[src/rtl/cirno9_sram_arb.sv]
// cirno9_sram_arb
//
// Shares one single-port synchronous SRAM between three requesters:
//   if - instruction fetch
//   ls - execute-stage load/store
//   ax - AXI-slave bridge
//
// One request is granted per cycle, picked combinationally from the valid
// requesters. Base priority is ls > if > ax. Fetch and AXI each carry an aging
// counter, and a requester whose counter has saturated at STARVE_MAX becomes
// urgent and jumps ahead of ls (urgent ax > urgent if). The granted request
// drives the SRAM pins in the same cycle. Read data comes back one cycle later
// and is steered to the requester that issued the read.
//
// Ports
//   clk, rst_n                    clock, asynchronous active-low reset
//   hs_X4arb_val / hs_arb4X_rdy   request valid / grant (X = if, ls, ax)
//   i_X_adr, i_X_wdat             word address, write data
//   i_X_wen, i_X_ren              byte write enables, read enable
//   o_X_rsp_val, o_X_rdat         read response (rdat is 0 unless rsp_val)
//   o_sram_ren, o_sram_wen        SRAM read strobe, byte write strobes
//   o_sram_adr, o_sram_wdat       SRAM address, write data
//   i_sram_rdat                   SRAM read data, one cycle after o_sram_ren
//   o_err                         pulses on a granted request with ren=1 and wen!=0
//
// Sequencing state
//   armed_q | meaning
//   --------+-------------------------------------------------------------
//   0       | first cycle after reset release, grants are held off
//   1       | normal arbitration
module cirno9_sram_arb #(
    parameter int AW         = 32,
    parameter int DW         = 32,
    parameter int STARVE_MAX = 8
) (
    input  logic              clk,
    input  logic              rst_n,

    input  logic              hs_if4arb_val,
    output logic              hs_arb4if_rdy,
    input  logic [AW-1:0]     i_if_adr,
    input  logic [DW-1:0]     i_if_wdat,
    input  logic [DW/8-1:0]   i_if_wen,
    input  logic              i_if_ren,
    output logic              o_if_rsp_val,
    output logic [DW-1:0]     o_if_rdat,

    input  logic              hs_ls4arb_val,
    output logic              hs_arb4ls_rdy,
    input  logic [AW-1:0]     i_ls_adr,
    input  logic [DW-1:0]     i_ls_wdat,
    input  logic [DW/8-1:0]   i_ls_wen,
    input  logic              i_ls_ren,
    output logic              o_ls_rsp_val,
    output logic [DW-1:0]     o_ls_rdat,

    input  logic              hs_ax4arb_val,
    output logic              hs_arb4ax_rdy,
    input  logic [AW-1:0]     i_ax_adr,
    input  logic [DW-1:0]     i_ax_wdat,
    input  logic [DW/8-1:0]   i_ax_wen,
    input  logic              i_ax_ren,
    output logic              o_ax_rsp_val,
    output logic [DW-1:0]     o_ax_rdat,

    output logic              o_sram_ren,
    output logic [DW/8-1:0]   o_sram_wen,
    output logic [AW-1:0]     o_sram_adr,
    output logic [DW-1:0]     o_sram_wdat,
    input  logic [DW-1:0]     i_sram_rdat,

    output logic              o_err
);

    localparam logic [7:0] STARVE_CNT = 8'(STARVE_MAX);

    // Requester id; the encoding doubles as the 2-bit response owner tag.
    typedef enum logic [1:0] {
        REQ_IF   = 2'd0,
        REQ_LS   = 2'd1,
        REQ_AX   = 2'd2,
        REQ_NONE = 2'd3
    } req_e;

    logic        armed_q, armed_d;
    logic [7:0]  wait_if_q, wait_if_d;
    logic [7:0]  wait_ax_q, wait_ax_d;
    logic        rsp_pend_q, rsp_pend_d;
    req_e        rsp_own_q, rsp_own_d;

    logic        urgent_if;
    logic        urgent_ax;
    req_e        gnt_sel;

    logic [AW-1:0]   sel_adr;
    logic [DW-1:0]   sel_wdat;
    logic [DW/8-1:0] sel_wen;
    logic            sel_ren;
    logic            sel_wr;
    logic            rd_gnt;

    assign urgent_if = (wait_if_q == STARVE_CNT);
    assign urgent_ax = (wait_ax_q == STARVE_CNT);

    // Grant selection.
    always_comb begin
        gnt_sel = REQ_NONE;
        if (armed_q) begin
            if (hs_ax4arb_val && urgent_ax) begin
                gnt_sel = REQ_AX;
            end else if (hs_if4arb_val && urgent_if) begin
                gnt_sel = REQ_IF;
            end else if (hs_ls4arb_val) begin
                gnt_sel = REQ_LS;
            end else if (hs_if4arb_val) begin
                gnt_sel = REQ_IF;
            end else if (hs_ax4arb_val) begin
                gnt_sel = REQ_AX;
            end
        end
    end

    assign hs_arb4if_rdy = (gnt_sel == REQ_IF);
    assign hs_arb4ls_rdy = (gnt_sel == REQ_LS);
    assign hs_arb4ax_rdy = (gnt_sel == REQ_AX);

    // Request mux onto the SRAM pins; all-zero when nothing is granted.
    always_comb begin
        sel_adr  = '0;
        sel_wdat = '0;
        sel_wen  = '0;
        sel_ren  = 1'b0;
        case (gnt_sel)
            REQ_IF: begin
                sel_adr  = i_if_adr;
                sel_wdat = i_if_wdat;
                sel_wen  = i_if_wen;
                sel_ren  = i_if_ren;
            end
            REQ_LS: begin
                sel_adr  = i_ls_adr;
                sel_wdat = i_ls_wdat;
                sel_wen  = i_ls_wen;
                sel_ren  = i_ls_ren;
            end
            REQ_AX: begin
                sel_adr  = i_ax_adr;
                sel_wdat = i_ax_wdat;
                sel_wen  = i_ax_wen;
                sel_ren  = i_ax_ren;
            end
            default: begin
            end
        endcase
    end

    // A request asking for both read and write is carried out as a write only
    // and flagged; the read half is dropped, so no response follows.
    assign sel_wr = |sel_wen;
    assign rd_gnt = sel_ren && !sel_wr;

    assign o_sram_adr  = sel_adr;
    assign o_sram_wdat = sel_wdat;
    assign o_sram_wen  = sel_wen;
    assign o_sram_ren  = rd_gnt;
    assign o_err       = sel_ren && sel_wr;

    // Aging: count lost cycles while valid, saturate, clear on grant or on val low.
    always_comb begin
        wait_if_d = wait_if_q;
        if (!hs_if4arb_val || (gnt_sel == REQ_IF)) begin
            wait_if_d = '0;
        end else if (wait_if_q < STARVE_CNT) begin
            wait_if_d = wait_if_q + 8'd1;
        end

        wait_ax_d = wait_ax_q;
        if (!hs_ax4arb_val || (gnt_sel == REQ_AX)) begin
            wait_ax_d = '0;
        end else if (wait_ax_q < STARVE_CNT) begin
            wait_ax_d = wait_ax_q + 8'd1;
        end
    end

    // Response tracking: exactly one cycle of latency, so a single pending
    // slot suffices even with back-to-back reads from different requesters.
    always_comb begin
        armed_d    = 1'b1;
        rsp_pend_d = rd_gnt;
        rsp_own_d  = rsp_own_q;
        if (rd_gnt) begin
            rsp_own_d = gnt_sel;
        end
    end

    always_ff @(posedge clk or negedge rst_n) begin
        if (!rst_n) begin
            armed_q    <= 1'b0;
            wait_if_q  <= '0;
            wait_ax_q  <= '0;
            rsp_pend_q <= 1'b0;
            rsp_own_q  <= REQ_IF;
        end else begin
            armed_q    <= armed_d;
            wait_if_q  <= wait_if_d;
            wait_ax_q  <= wait_ax_d;
            rsp_pend_q <= rsp_pend_d;
            rsp_own_q  <= rsp_own_d;
        end
    end

    assign o_if_rsp_val = rsp_pend_q && (rsp_own_q == REQ_IF);
    assign o_ls_rsp_val = rsp_pend_q && (rsp_own_q == REQ_LS);
    assign o_ax_rsp_val = rsp_pend_q && (rsp_own_q == REQ_AX);

    assign o_if_rdat = o_if_rsp_val ? i_sram_rdat : '0;
    assign o_ls_rdat = o_ls_rsp_val ? i_sram_rdat : '0;
    assign o_ax_rdat = o_ax_rsp_val ? i_sram_rdat : '0;

endmodule

[config.mk]
export PLATFORM = sky130hd
export DESIGN_NAME = cirno9_sram_arb
export DESIGN_NICKNAME = d
export VERILOG_FILES = /design/src/rtl/cirno9_sram_arb.sv
export SDC_FILE = /design/constraint.sdc
export NUM_CORES = 1
export LEC_CHECK = 0
export BUFFER_PORTS_ARGS = -buffer_cell sky130_fd_sc_hd__clkbuf_2
export CORE_AREA = 2 2 162 164
export DETAILED_ROUTE_END_ITERATION = 8
export DIE_AREA = 0 0 164 166
export GPL_TIMING_DRIVEN = 0
export PLACE_DENSITY_LB_ADDON = 0.15
export SLEW_MARGIN = 20
export SYNTH_ARGS = -nofsm -noshare
export SYNTH_HDL_FRONTEND = slang
export SYNTH_SLANG_ARGS = --single-unit
[constraint.sdc]
create_clock -name clk -period 2.55 [get_ports clk]
set_input_delay 0 -clock clk [delete_from_list [all_inputs] [get_ports clk]]
set_output_delay 0 -clock clk [all_outputs]
set_load 0.05 [all_outputs]
# Word-level counts from Yosys, hierarchy flattened
# Cells that the tools add are included.
dict set report totals {
  regBits 20
  latch_bits 0
  ram_bits 0
  mem_bits_ro 0
  in_bits 244
  output_inout_bits 172
  elab_cells 49
  n_memories 0
}
dict set report classes {
  n_addsub 2
  n_mul 0
  div 0
  magnitude_cmp 2
  n_eq_ne 6
  n_shift 0
  muxes 17
  bitwise 0
  reduce_logical 17
}
# op count
set ops {}
lappend ops {{32-bit case mux with 3 select lines} 2}
lappend ops {{32-bit two-way mux} 3}
lappend ops {{8-bit two-way mux} 4}
lappend ops {{8-bit by 1-bit adder with 8-bit output, second input constant} 2}
lappend ops {{8-bit by 4-bit == test with 1-bit output, second input constant} 2}
lappend ops {{8-bit by 4-bit < comparator with 1-bit output, second input constant} 2}
lappend ops {{4-bit case mux with 3 select lines} 1}
lappend ops {{2-bit two-way mux} 5}
lappend ops {{1-bit logical AND} 7}
lappend ops {{2-bit by 1-bit == test with 1-bit output, second input constant} 2}
lappend ops {{2-bit == test, second input constant} 2}
lappend ops {{2-bit logical NOT} 2}
lappend ops {{2-bit nonzero test} 2}
lappend ops {{4-bit OR reduction} 1}
lappend ops {{1-bit logical NOT} 3}
lappend ops {{1-bit case mux with 3 select lines} 1}
lappend ops {{1-bit logical OR} 2}
lappend ops {{1-bit two-way mux} 1}

# Logic depth before layout (Yosys ltp)
dict set report logic_depth {
  ltp_word 11
  ltp_mapped 9
}

# Worst setup path after synthesis
# OpenSTA, ideal clock, no wires.
dict set report synth_path {
  path_type {flip-flop to output port}
  start {reg wait_if_q[7]}
  end {out o_sram_adr[10]}
  arrival_ps 2541
  required_time_ps 2550
  setup_slack_ps 9
  stages_incl_launch_ff 8
  path_buffers 2
  path_cell_list {dfrtp_1 or4_4 o22ai_4 o21ai_2 buf_6 buf_6 mux2i_1 o2bb2ai_1}
}
dict set report synth_between {
  elab_chain_cells 7
}
# item line
set synth_rtl {}
lappend synth_rtl {{start, declared} 86} ;# logic [7:0] wait_if_q, wait_if_d;
lappend synth_rtl {{start signal, assigned} 205} ;# wait_if_q <= wait_if_d;
lappend synth_rtl {{8-bit by 4-bit == test with 1-bit output *} 102} ;# assign urgent_if = (wait_if_q == STARVE_CNT);
lappend synth_rtl {{1-bit logical AND *} 111} ;# end else if (hs_if4arb_val && urgent_if) begin
lappend synth_rtl {{2-bit two-way mux *} 111}
lappend synth_rtl {{2-bit two-way mux *} 109} ;# if (hs_ax4arb_val && urgent_ax) begin
lappend synth_rtl {{2-bit two-way mux *} 108} ;# if (armed_q) begin
lappend synth_rtl {{2-bit == test, or another cell as far along} 133} ;# case (gnt_sel)
lappend synth_rtl {{32-bit case mux with 3 select lines *} 133}
lappend synth_rtl {{end, declared} 68} ;# output logic [AW-1:0] o_sram_adr,
# Mark *: on every way between the ends. The rest lies on a longest branch, timed or not.

# Worst setup path in the final report
dict set report layout_path {
  start {reg wait_if_q[5]}
  end {out o_sram_adr[20]}
}
# The elaborated chain is that of the path after synthesis.

==> summary.txt <==
Setup path
  • Critical Path End Type: primary output
  • Arrival time at the worst endpoint: 2.46 ns
  • Crit-path max FO: 10
  • Setup CP Type: flip-flop to primary output
  • Startpoint types: flip-flop
  • WP data required: 2.55 ns
  • Reg-to-reg critical path startpoint: wait_if_q[5]
  • Worst-case reg-to-reg path depth: 7
  • FF-to-FF End: wait_if_q[5]
  • Reg2Reg Setup Slack: 0.42 ns

Clock network
  • Clock root buffer: clkbuf_16
  • H-tree depth: 1
  • Worst skew pair latency: 0.26 ns
  • Clock sink total: 20
  • Total CTS buffers: 3
  • CTS tree: built
  • Clk slew on worst S/H paths: 0.06 ns
  • Clock Tree Buf Depth: 2

Cells and area
  • Most frequent cells in the layout: 355 x clkbuf_2, 101 x and2_1, 67 x mux2i_1
  • Fillers: 2942
  • Fin nets: 1046
  • Layout area overhead: 95.6%
  • Share of layout cells above drive strength 1: 59.1%
  • Commonest non-fill, non-tap cell in the layout: clkbuf_2

Power and ir drop
  • Psw: 0.000853 W
  • Sequential share of power: 19.0%
  • P per Cell Area: 302 nW/um^2
  • Sw frac: 46.2%
  • Worst VDD drop: 0.184 mV
  • Pleak: 3.56 nW
  • Clock Power Share: 19.9%
  • Internal power: 0.000993 W
  • Tot Pwr: 0.00185 W
  • Part of the power in combinational logic: 61.1%

Die
  • DIE HEIGHT: 166 um
  • Rows: 59
  • Chip Width: 164 um
  • IO Pins: 416
  • Starting Density: 12.2%
  • Core Box Area: 25600 um^2
  • Die area: 27200 um^2

GRT
  • Total GRT Usage: 13.7%
  • Largest net degree at the start of global routing: 21
  • Total grt overflow: 0
  • Initial antenna violation count: 3
  • Vias in the first global route: 4334
  • First-pass GRT wire length: 27800 um

Placement
  • Place WS: -0.120 ns
  • IO Port Bufs: 415
  • Gpl congestion: 0.796
  • Placed wire-length estimate: 17600 um

Detailed routing
  • DRT iter0 DRCs: 103
  • Final wirelength: 19900 um
  • DRT Pass-1 Iters: 4
  • DR vias/cell: 3.90
  • Wire per inst: 17.6 um
  • ANT nets after route: 0
  • Total number of vias: 4418
  • DRC viols: 0

Worst hold path
  • Hold path start: hs_ax4arb_val
  • Hold depth: 2
  • Worst Hold End: wait_ax_q[3]
  • Hold crit path type: input port to flip-flop

Synthesis
  • FF+latch count, synth: 20
  • Synth Flop Type: dfrtp_1
  • Synth Instances: 369
  • Syn. warnings: 0
  • Post-Syn Area: 3130 um^2
  • EDFF count, synth: 0
  • Syn Area/Cell: 8.47 um^2
  • Seq/Total Area, Yosys: 16.0%
  • Syn nets: 617
  • Ys async rst share: 100%
  • Synth cell types: 36

Timing
  • Max Fclk: 0.407 GHz
  • Final Hold Vio Count: 0
  • Fin crit period: 2.46 ns
  • Worst-margin pin slew: 0.671 ns
  • Pins Over Slew Limit: 0
  • Clock skew: 0.00373 ns
  • Tcrit/Tclk final: 96.3%
  • RSZ-0062 raised after global routing: true
  • Max_slew headroom: 55.2%
  • Endpoints failing setup: 0
  • Post-route setup slack: 0.0931 ns

Outcome
  • Status: completed

Flow run
  • Max-cap viol count: 0
[flip-flops by register name (all words and copies together), names as in the netlist]
signal      flops
wait_ax_q       8
wait_if_q       8
rsp_own_q       2
armed_q         1
rsp_pend_q      1
[Yosys cell counts, drive strengths merged (4+ instances only)]
cell type,count,share of area (%)
and2,101,20
and3,4,0.80
buf,17,5.1
clkbuf,15,1.8
dfrtp,20,16
ha,4,1.6
inv,6,0.72
mux2i,70,22
nand2,13,1.6
nor2,13,1.6
o21ai,6,1.1
o22ai,5,1.4
o2bb2ai,64,18
[routing by layer]
layer / wire, um / vias up / global-route usage, %
met5: 27 / - / 0
met4: 119 / 4 / 1.33
met3: 2090 / 11 / 4.90
met2: 10700 / 261 / 27.3
met1: 6980 / 1940 / 13.7
li1: - / 2202 / -
[cell type report]
cell class	count	area (um^2)	area share, %
plain buffers	32	241	3.95
repair buffers	424	2350	38.4
inverters	6	22.5	0.368
multi-input cells	311	2490	40.7
clock buffers	4	88.8	1.45
flip-flops and latches	20	500	8.18
well taps	335	419	6.85
diodes	1	2.50	0.0409
[critical path, stage by stage (launching register included)]
cell       delay, ns
dfrtp_1         0.37
or4_4           0.56
o22ai_4         0.28
o21ai_4         0.11
buf_8           0.17
buf_6           0.16
mux2i_1         0.13
o2bb2ai_1       0.13
buf_2           0.28
[power groups by stage]
stage,Clock [W],Sequential (W),Combinational (W)
after detailed placement,0,0.000358,0.00105
after global routing,0.000394,0.000353,0.00120
final,0.000367,0.000351,0.00113
after CTS,0.000379,0.000352,0.00111
after global placement,0,0.000358,0.00105
after floorplan,0,0.000352,0.000629
[what timing repair did]
action	CTS	global route
setup buffers	4	4
hold endpoints to repair	20	0
hold buffers	1	0
resized for setup	65	87
endpoints found under the setup margin	72	67
pin swaps	4	15
[how the worst max path moves through the flow]
| stage | from | to | depth (start not counted) |
|---|---|---|---|
| after detailed placement | wait_ax_q[7] | o_sram_wdat[26] | 6 |
| after CTS | wait_if_q[7] | o_sram_wdat[28] | 8 |
| after global placement | wait_ax_q[7] | o_sram_wdat[26] | 6 |
| final | wait_if_q[5] | o_sram_adr[20] | 8 |
| after floorplan | wait_if_q[7] | o_sram_adr[10] | 7 |
| after global routing | wait_if_q[5] | o_sram_adr[23] | 8 |
[through the flow]
step	cells	instance area (um^2)	setup TNS (ns)	hold slack (ns)	util (%)
after floorplan	369	3130	0	-0.296	-
after global routing	1132	6110	-0.0169	0.0546	23.9
after global placement	1119	5620	-1.87	0.0209	21.9
after detailed placement	1119	5620	-1.10	0.0180	21.9
final	1133	6110	0	0.0555	23.9
after CTS	1128	5980	0	0.0569	23.3
[cells by family (layout without fill, tap and decap cells)]
family / Yosys count / after routing / synth area share, %
compound gates: 86 / 86 / 23.5
xor+xnor: 4 / 4 / 1.12
fa+ha+maj: 4 / 4 / 1.60
buf+inv: 38 / 466 / 7.65
flops: 20 / 20 / 16.0
mux: 70 / 70 / 22.4
other cells: 1 / 2 / 0.120
simple gates: 146 / 146 / 27.6
Note: power is estimated with default switching activity, not from simulation.
